**src/rtl/mapper_sst_pkg.sv**
```systemverilog
// Shared types and constants for the mapper save-state sequencer.
package mapper_sst_pkg;

  localparam int SST_DATA_W        = 8;
  localparam int SST_DEFAULT_SLOTS = 64;

  typedef enum logic [2:0] {
    IDLE,
    RD_SET,
    RD_OUT,
    WR_WAIT,
    WR_HLD,
    FIN
  } sst_state_e;

endpackage

```
**src/rtl/mapper_sst_sequencer.sv**
```systemverilog
// Mapper save-state sequencer.
// SAVE reads slots 0..SLOTS-1 through the mapper save-state port and streams
// them out over a valid/ready link. LOAD takes a byte stream and writes each
// byte into the matching slot, holding the write strobe long enough for the
// slower mapper clock domain. Every port is driven straight from a flop.
module mapper_sst_sequencer
  import mapper_sst_pkg::*;
#(
  parameter int ADDR_W    = 6,
  parameter int SLOTS     = SST_DEFAULT_SLOTS,
  parameter int RD_SETTLE = 2,
  parameter int WR_HOLD   = 4
) (
  input  logic                  clk,
  input  logic                  reset_n,
  input  logic                  cmd_save,
  input  logic                  cmd_load,
  input  logic                  cmd_abort,
  output logic                  busy,
  output logic                  done,
  output logic                  aborted,
  output logic                  cmd_err,
  output logic [SST_DATA_W-1:0] out_data,
  output logic                  out_valid,
  input  logic                  out_ready,
  input  logic [SST_DATA_W-1:0] in_data,
  input  logic                  in_valid,
  output logic                  in_ready,
  output logic                  sst_enable,
  output logic                  sst_we,
  output logic [ADDR_W-1:0]     sst_addr,
  output logic [SST_DATA_W-1:0] sst_data_in,
  input  logic [SST_DATA_W-1:0] sst_data_out
);

  // One down-counter serves both the read settle time and the write hold time.
  localparam int HOLD_MAX = (RD_SETTLE > WR_HOLD) ? RD_SETTLE : WR_HOLD;
  localparam int HOLD_W   = (HOLD_MAX > 1) ? $clog2(HOLD_MAX) : 1;

  localparam logic [HOLD_W-1:0] RD_LOAD   = HOLD_W'(RD_SETTLE - 1);
  localparam logic [HOLD_W-1:0] WR_LOAD   = HOLD_W'(WR_HOLD - 1);
  localparam logic [ADDR_W-1:0] LAST_SLOT = ADDR_W'(SLOTS - 1);

  sst_state_e            state_q, state_d;
  logic [ADDR_W-1:0]     addr_q, addr_d;
  logic [HOLD_W-1:0]     hold_q, hold_d;
  logic [SST_DATA_W-1:0] out_data_q, out_data_d;
  logic [SST_DATA_W-1:0] sst_data_in_q, sst_data_in_d;
  logic                  busy_q, busy_d;
  logic                  done_q, done_d;
  logic                  aborted_q, aborted_d;
  logic                  cmd_err_q, cmd_err_d;
  logic                  out_valid_q, out_valid_d;
  logic                  in_ready_q, in_ready_d;
  logic                  sst_we_q, sst_we_d;

  // Next-state, counters, captured data and the registered strobes.
  always_comb begin
    // NOTE: every variable gets a default before the case so no path leaves
    // one unassigned, which would otherwise infer a latch.
    state_d       = state_q;
    addr_d        = addr_q;
    hold_d        = hold_q;
    out_data_d    = out_data_q;
    sst_data_in_d = sst_data_in_q;
    aborted_d     = 1'b0;
    cmd_err_d     = 1'b0;

    unique case (state_q)
      IDLE: begin
        if (cmd_save && cmd_load) begin
          cmd_err_d = 1'b1;
        end else if (cmd_save) begin
          state_d = RD_SET;
          addr_d  = '0;
          hold_d  = RD_LOAD;
        end else if (cmd_load) begin
          state_d = WR_WAIT;
          addr_d  = '0;
        end
      end
      RD_SET: begin
        if (hold_q == '0) begin
          out_data_d = sst_data_out;
          state_d    = RD_OUT;
        end else begin
          hold_d = hold_q - 1'b1;
        end
      end
      RD_OUT: begin
        if (out_ready) begin
          if (addr_q == LAST_SLOT) begin
            state_d = FIN;
          end else begin
            addr_d  = addr_q + 1'b1;
            hold_d  = RD_LOAD;
            state_d = RD_SET;
          end
        end
      end
      WR_WAIT: begin
        if (in_valid) begin
          sst_data_in_d = in_data;
          hold_d        = WR_LOAD;
          state_d       = WR_HLD;
        end
      end
      WR_HLD: begin
        if (hold_q == '0) begin
          if (addr_q == LAST_SLOT) begin
            state_d = FIN;
          end else begin
            addr_d  = addr_q + 1'b1;
            state_d = WR_WAIT;
          end
        end else begin
          hold_d = hold_q - 1'b1;
        end
      end
      FIN: begin
        state_d = IDLE;
      end
      default: begin
        state_d = IDLE;
      end
    endcase

    // Commands while a transfer runs: start requests are rejected, abort
    // returns to IDLE and overrides whatever the state above decided,
    // including a pending FIN.
    if (state_q != IDLE) begin
      if (cmd_save || cmd_load) begin
        cmd_err_d = 1'b1;
      end
      if (cmd_abort) begin
        state_d   = IDLE;
        hold_d    = '0;
        aborted_d = 1'b1;
      end
    end

    // Strobes are decoded from the next state so the flopped copies line up
    // with the state they describe.
    busy_d      = (state_d != IDLE);
    done_d      = (state_d == FIN);
    out_valid_d = (state_d == RD_OUT);
    in_ready_d  = (state_d == WR_WAIT);
    sst_we_d    = (state_d == WR_HLD);
  end

  // State, counters and all output registers.
  always_ff @(posedge clk or negedge reset_n) begin
    if (!reset_n) begin
      state_q       <= IDLE;
      addr_q        <= '0;
      hold_q        <= '0;
      out_data_q    <= '0;
      sst_data_in_q <= '0;
      busy_q        <= 1'b0;
      done_q        <= 1'b0;
      aborted_q     <= 1'b0;
      cmd_err_q     <= 1'b0;
      out_valid_q   <= 1'b0;
      in_ready_q    <= 1'b0;
      sst_we_q      <= 1'b0;
    end else begin
      // NOTE: non-blocking assignments so every flop samples the values from
      // before this edge, independent of statement order.
      state_q       <= state_d;
      addr_q        <= addr_d;
      hold_q        <= hold_d;
      out_data_q    <= out_data_d;
      sst_data_in_q <= sst_data_in_d;
      busy_q        <= busy_d;
      done_q        <= done_d;
      aborted_q     <= aborted_d;
      cmd_err_q     <= cmd_err_d;
      out_valid_q   <= out_valid_d;
      in_ready_q    <= in_ready_d;
      sst_we_q      <= sst_we_d;
    end
  end

  assign busy        = busy_q;
  assign done        = done_q;
  assign aborted     = aborted_q;
  assign cmd_err     = cmd_err_q;
  assign out_data    = out_data_q;
  assign out_valid   = out_valid_q;
  assign in_ready    = in_ready_q;
  assign sst_enable  = busy_q;
  assign sst_we      = sst_we_q;
  assign sst_addr    = addr_q;
  assign sst_data_in = sst_data_in_q;

endmodule

```
**config.mk**
```make
export PLATFORM = sky130hd
export DESIGN_NAME = mapper_sst_sequencer
export DESIGN_NICKNAME = d
export VERILOG_FILES = /design/src/rtl/mapper_sst_pkg.sv /design/src/rtl/mapper_sst_sequencer.sv
export SDC_FILE = /design/constraint.sdc
export NUM_CORES = 1
export LEC_CHECK = 0
export ABC_AREA = 1
export CAP_MARGIN = 25
export CORE_UTILIZATION = 47
export CTS_CLUSTER_DIAMETER = 120
export DETAILED_ROUTE_END_ITERATION = 10
export GPL_ROUTABILITY_DRIVEN = 0
export GPL_TIMING_DRIVEN = 1
export HOLD_SLACK_MARGIN = 0.15
export PLACE_DENSITY = 0.83
export RECOVER_POWER = 50
export SYNTH_ARGS = -nofsm -noshare
export SYNTH_HDL_FRONTEND = slang
export SYNTH_SLANG_ARGS = --single-unit
export TNS_END_PERCENT = 1
```
**constraint.sdc**
```tcl
create_clock -name clk -period 1.55 [get_ports clk]
set_clock_uncertainty 0.05 [all_clocks]
set_input_delay 0.3875 -clock clk [delete_from_list [all_inputs] [get_ports clk]]
set_output_delay 0.3875 -clock clk [all_outputs]
set_load 0.01 [all_outputs]
```
; Yosys cells after proc, flatten, opt, wreduce, memory -nomap -nowiden
; Index checks and enable logic that the tools add are counted.
; W data, S select, Z words.
[totals]
ff_bits = 34
inputBits = 23
output_inout_bits = 30
wordCells = 72
[classes]
addsub = 2
n_eq_ne = 13
n_mux = 34
n_reduce_logical = 11
[op_table]
columns = op, n
row1 = $mux W6, 6
row2 = $mux W3, 11
row3 = $pmux W6 S3, 1
row4 = $mux W2, 8
row5 = $pmux W3 S5, 1
row6 = $eq A3 B2 Y1 const B, 4
row7 = $eq A3 B3 Y1 const B, 3
row8 = $reduce_bool A3 Y1, 3
row9 = $pmux W2 S4, 1
row10 = $add A6 B1 Y6 const B, 1
row11 = $eq A6 B6 Y1 const B, 1
row12 = $mux W1, 6
row13 = $ne A2 B2 Y1 const B, 3
row14 = $reduce_and A5 Y1, 1
row15 = $reduce_and A2 Y1, 2
row16 = $eq A3 B1 Y1 const B, 1
row17 = $logic_not A3 Y1, 1
row18 = $ne A3 B3 Y1 const B, 1
row19 = $logic_not A2 Y1, 1
row20 = $reduce_or A2 Y1, 1
row21 = $sub A2 B1 Y2 const B, 1
row22 = $logic_and A1 B1 Y1, 1
row23 = $logic_or A1 B1 Y1, 1

; Logic depth before layout (Yosys ltp)
[logic_depth]
word_depth = 7
depth_mapped = 10
ltp_nobuf = 9

; Worst setup path before layout
; No wires, ideal clock.
[synth_timing]
path_kind = register -> register
from = register addr_q[0] (netlist: sst_addr[0])
to = register addr_q[2] (netlist: sst_addr[2])
setup_ns = 0.118
arrival_time_ns = 1.286
t_required_ns = 1.382
path_slack_ns = 0.096
stages_incl_launch_ff = 11
n_path_buf = 1
synth_period_minus_slack_ns = 1.454
cell_sequence = dfrtp_1 > ha_1 > nand2_1 > nor2_1 > nand2_1 > nand2_2 > nand2_2 > nand2_4 > buf_8 > nand2_2 > o21ai_2
[synth_between]
elab_chain_len = 4
word_cells_on_any_way = 6
classes_between = add/sub (1) / eq/ne (1) / mux (4)
[synth_rtl]
columns = item, line
row1 = start: declaration, mapper_sst_sequencer.sv:45  ; logic [ADDR_W-1:0] addr_q, addr_d;
row2 = start signal: assignment, mapper_sst_sequencer.sv:170  ; addr_q <= addr_d;
row3 = $add A6 B1 Y6 / $eq A6 B6 Y1 (equally long branches), -
row4 = $mux W6 (*), "mapper_sst_sequencer.sv:92, mapper_sst_sequencer.sv:110"
row5 = $mux W6 (on tied branches), "mapper_sst_sequencer.sv:109, mapper_sst_sequencer.sv:91"
row6 = $pmux W6 S3 (*), mapper_sst_sequencer.sv:69  ; unique case (state_q)
; Mark *: on every way between the ends. The rest lies on a longest branch, timed or not. The select of a mux whose other input is x is not followed.
; A chain may end at the register's enable or synchronous reset.

; Worst setup path in the final report
[layout_timing]
from = register addr_q[0] (netlist: sst_addr[0])
to = output port sst_addr[0]
[layout_lines]
columns = item, line
row1 = end: declaration, mapper_sst_sequencer.sv:31  ; output logic [ADDR_W-1:0] sst_addr,
; No word-level cell between the ends.

==> results.yml <==
detailed_routing:
  wl_per_cell_um: 11.2
  drt-initial-drc-count: 56
  ant_nets: 0
  routed_wl_mm: 3.70
  drc_errors: 0
  avgViaCountPerCell: 4.79
  dr.pass1.iters: 4
  num_vias: 1576
grt:
  antenna_found_initial: 0
  gr-total-overflow: 0
  grt_pass1_vias: 1466
  grt_pass1_wl_mm: 6.19
  grt_max_degree: 35
  grt_usage_pct: 19.9
layout:
  drive_gt1_share_pct: 23.5
  areaGrowthSynthToFinish_pct: 41.2
  utilization_pct: 68.9
  nFillCells: 311
  insertedDiodeCount: 0
  nNetsFinal: 305
  design_area_mm2: 0.00252
timing:
  rsz0062_at_grt: "yes"
  layout_min_cycle_time_ns: 1.51
  max_freq_ghz: 0.661
  worstMarginPinSlew_ns: 0.829
  setup_viol: 0
  fin_ws_ns: 0.0378
  hold-worst-slack_ns: 0.423
  post-route-period-util_pct: 97.6
  relSlewSlack_pct: 44.8
  hold_violations: 0
  slew_violations: 0
worst_setup_path:
  cp_max_fo: 3
  critPathArrivalTime_ns: 1.07
  cpLargestDelayFamily: "flip-flops"
  path_depth: 2
  path_buf_inv: 2
  required_ns: 1.11
  worstSetupPathType: "reg2out"
  crit_chain: "buf_4, clkdlybuf4s15_1"
  max_stage_delay_ns: 0.41
  r2r_cells: 8
  critPathLaunchType: "flip-flop"
  critPathSlowestCell: "dfrtp_1"
  end_kind: "output port"
logic_synthesis:
  synth_nets: 234
  async_reset_ff_share_pct: 100
  synth_area_leaders: "dfrtp_1, nand2_1, mux2_4"
  synth_edf_count: 0
  ys_ff_latch: 34
  ys_top_cells_by_count: "nand2_1, dfrtp_1, inv_1, nor2_1, nand3_1"
  yosysMostFrequentCell: "nand2_1"
  synth_area_mm2: 0.00179
  synth.distinct_cells: 25
  yosys.area.top_type: "dfrtp_1"
  syn_avg_cell_area_um2: 8.50
  synth_top_area_share_pct: 47.7
  syn_inst: 210
  synth-seq-area-share_pct: 47.7
  ys.flop_type: "dfrtp_1"
  synth_warnings: 0
floorplan:
  die_w_um: 63.6
  core_mm2: 0.00366
  row_count: 22
  io_pins: 53
  die_area_mm2: 0.00405
  initial_core_util_pct: 48.8
  die_y_um: 63.6
pwr:
  p_leak_nw: 1.39
  power_density_mw_per_mm2: 1610
  ir_worst_vdd_mv: 1.05
clocking:
  clk_pin_slew_ns: 0.07
  cts_tree: "done"
  clockBufferDepth: 2
  cts_sinks: 34
  htreeDepth: 2
  clk_latency_ns: 0.28
  clock-root-buffer: "clkbuf_8"
  cts_inserted_buffers: 5
  cts_hold_buf: 0
placed_design:
  post-place-ws_ns: -0.216
  port_buffers: 52
  dpl_cell_area_mm2: 0.00245
  hpwl_mm: 2.75
outcome:
  outcome: "complete, no violations"
flow_run:
  cap_violations: 0
min_path:
  hold_class: "reg2reg"
  hold_path_depth: 2
final timing paths:
kind	startpoint	end	slack (ns)
worst max register to register	state_q[0]$_DFF_PN0_	sst_we$_DFF_PN0_	0.08
min in group asynchronous	reset_n	sst_addr[5]$_DFFE_PN0P_	0.68
worst min register to register	out_data[7]$_DFFE_PN0P_	out_data[7]$_DFFE_PN0P_	0.42
worst min-delay path	out_data[7]$_DFFE_PN0P_	out_data[7]$_DFFE_PN0P_	0.42
worst max-delay path	sst_addr[0]$_DFFE_PN0P_	sst_addr[0]	0.04
max in group asynchronous	reset_n	state_q[2]$_DFF_PN0_	0.20
logic make-up after synthesis:
family,after synthesis,synth area share (%)
flops,34,47.7
simple gates,129,33.6
xor+xnor,1,0.491
compound gates,10,4.27
fa+ha+maj,1,0.701
mux,8,6.31
buf+inv,27,6.94
cell usage in the layout, fill, tap and decap left out, types with 2 or more instances in the layout:
cell / n
buf_4: 13
clkbuf_8: 5
clkdlybuf4s50_1: 21
clkinv_2: 2
dfrtp_1: 32
dfrtp_2: 2
dlygate4sd2_1: 29
inv_1: 22
inv_2: 2
mux2_2: 2
mux2_4: 6
nand2_1: 69
nand2_2: 11
nand2_4: 3
nand3_1: 15
nand3b_1: 2
nor2_1: 18
nor2_2: 4
nor2_4: 3
o21ai_0: 2
o21ai_2: 6
state kept, by name, summed over array words and instances, names as in the netlist:
register / cells
busy: 1
sst_data_in: 8
in_ready: 1
out_data: 8
state_q: 3
sst_addr: 6
done: 1
cmd_err: 1
aborted: 1
sst_we: 1
hold_q: 2
out_valid: 1
stage by stage:
stage	setup TNS (ns)	total power, W	instances
CTS	0	0.00399	327
detailed placement	-2.26	0.00358	320
finish	0	0.00405	329
global route	-0.287	0.00435	329
global placement	-2.00	0.00353	320
floorplan	0	0.00269	210
what timing repair did:
action / 4_1_cts / 5_1_grt
cloned: 0 / 0
endpoints found under the hold margin: 0 / 0
setup buffers: 0 / 2
endpoints found under the setup margin: 30 / 11
pin swaps: 0 / 2
resized for setup: 30 / 8
worst reg2reg max path, stage by stage, from the launching register on:
cell and delay, ns:
dfrtp_1 0.48, nor2_4 0.22, nand2_4 0.09, inv_2 0.09, nor2_2 0.06, nor2_2 0.13
nand2_1 0.14, nand2_1 0.08, inv_1 0.03
where the power goes:
group,internal (W),total [W],switching [W]
combinational,0.000917,0.00205,0.00113
clock,0.000301,0.000599,0.000298
sequential,0.00121,0.00140,0.000198
total,0.00242,0.00405,0.00163
final cells by class:
class	count	area, um2	share of cell area (%)
Inverter	24	90.1	3.57
Tap cell	48	60.1	2.38
Sequential cell	34	853	33.8
Clock inverter	2	10.0	0.397
Multi-Input combinational cell	149	832	33.0
Timing Repair Buffer	67	607	24.1
Clock buffer	5	68.8	2.73
per-layer routing:
layer | routed length [um] | vias up | track usage [%]
li1 | - | 791 | -
met1 | 1560 | 731 | 23.7
met2 | 1890 | 46 | 34.3
met3 | 168 | 8 | 5.43
met4 | 74 | 0 | 6.82
met5 | 0 | - | 0
Power figures use the tool's default switching activity.
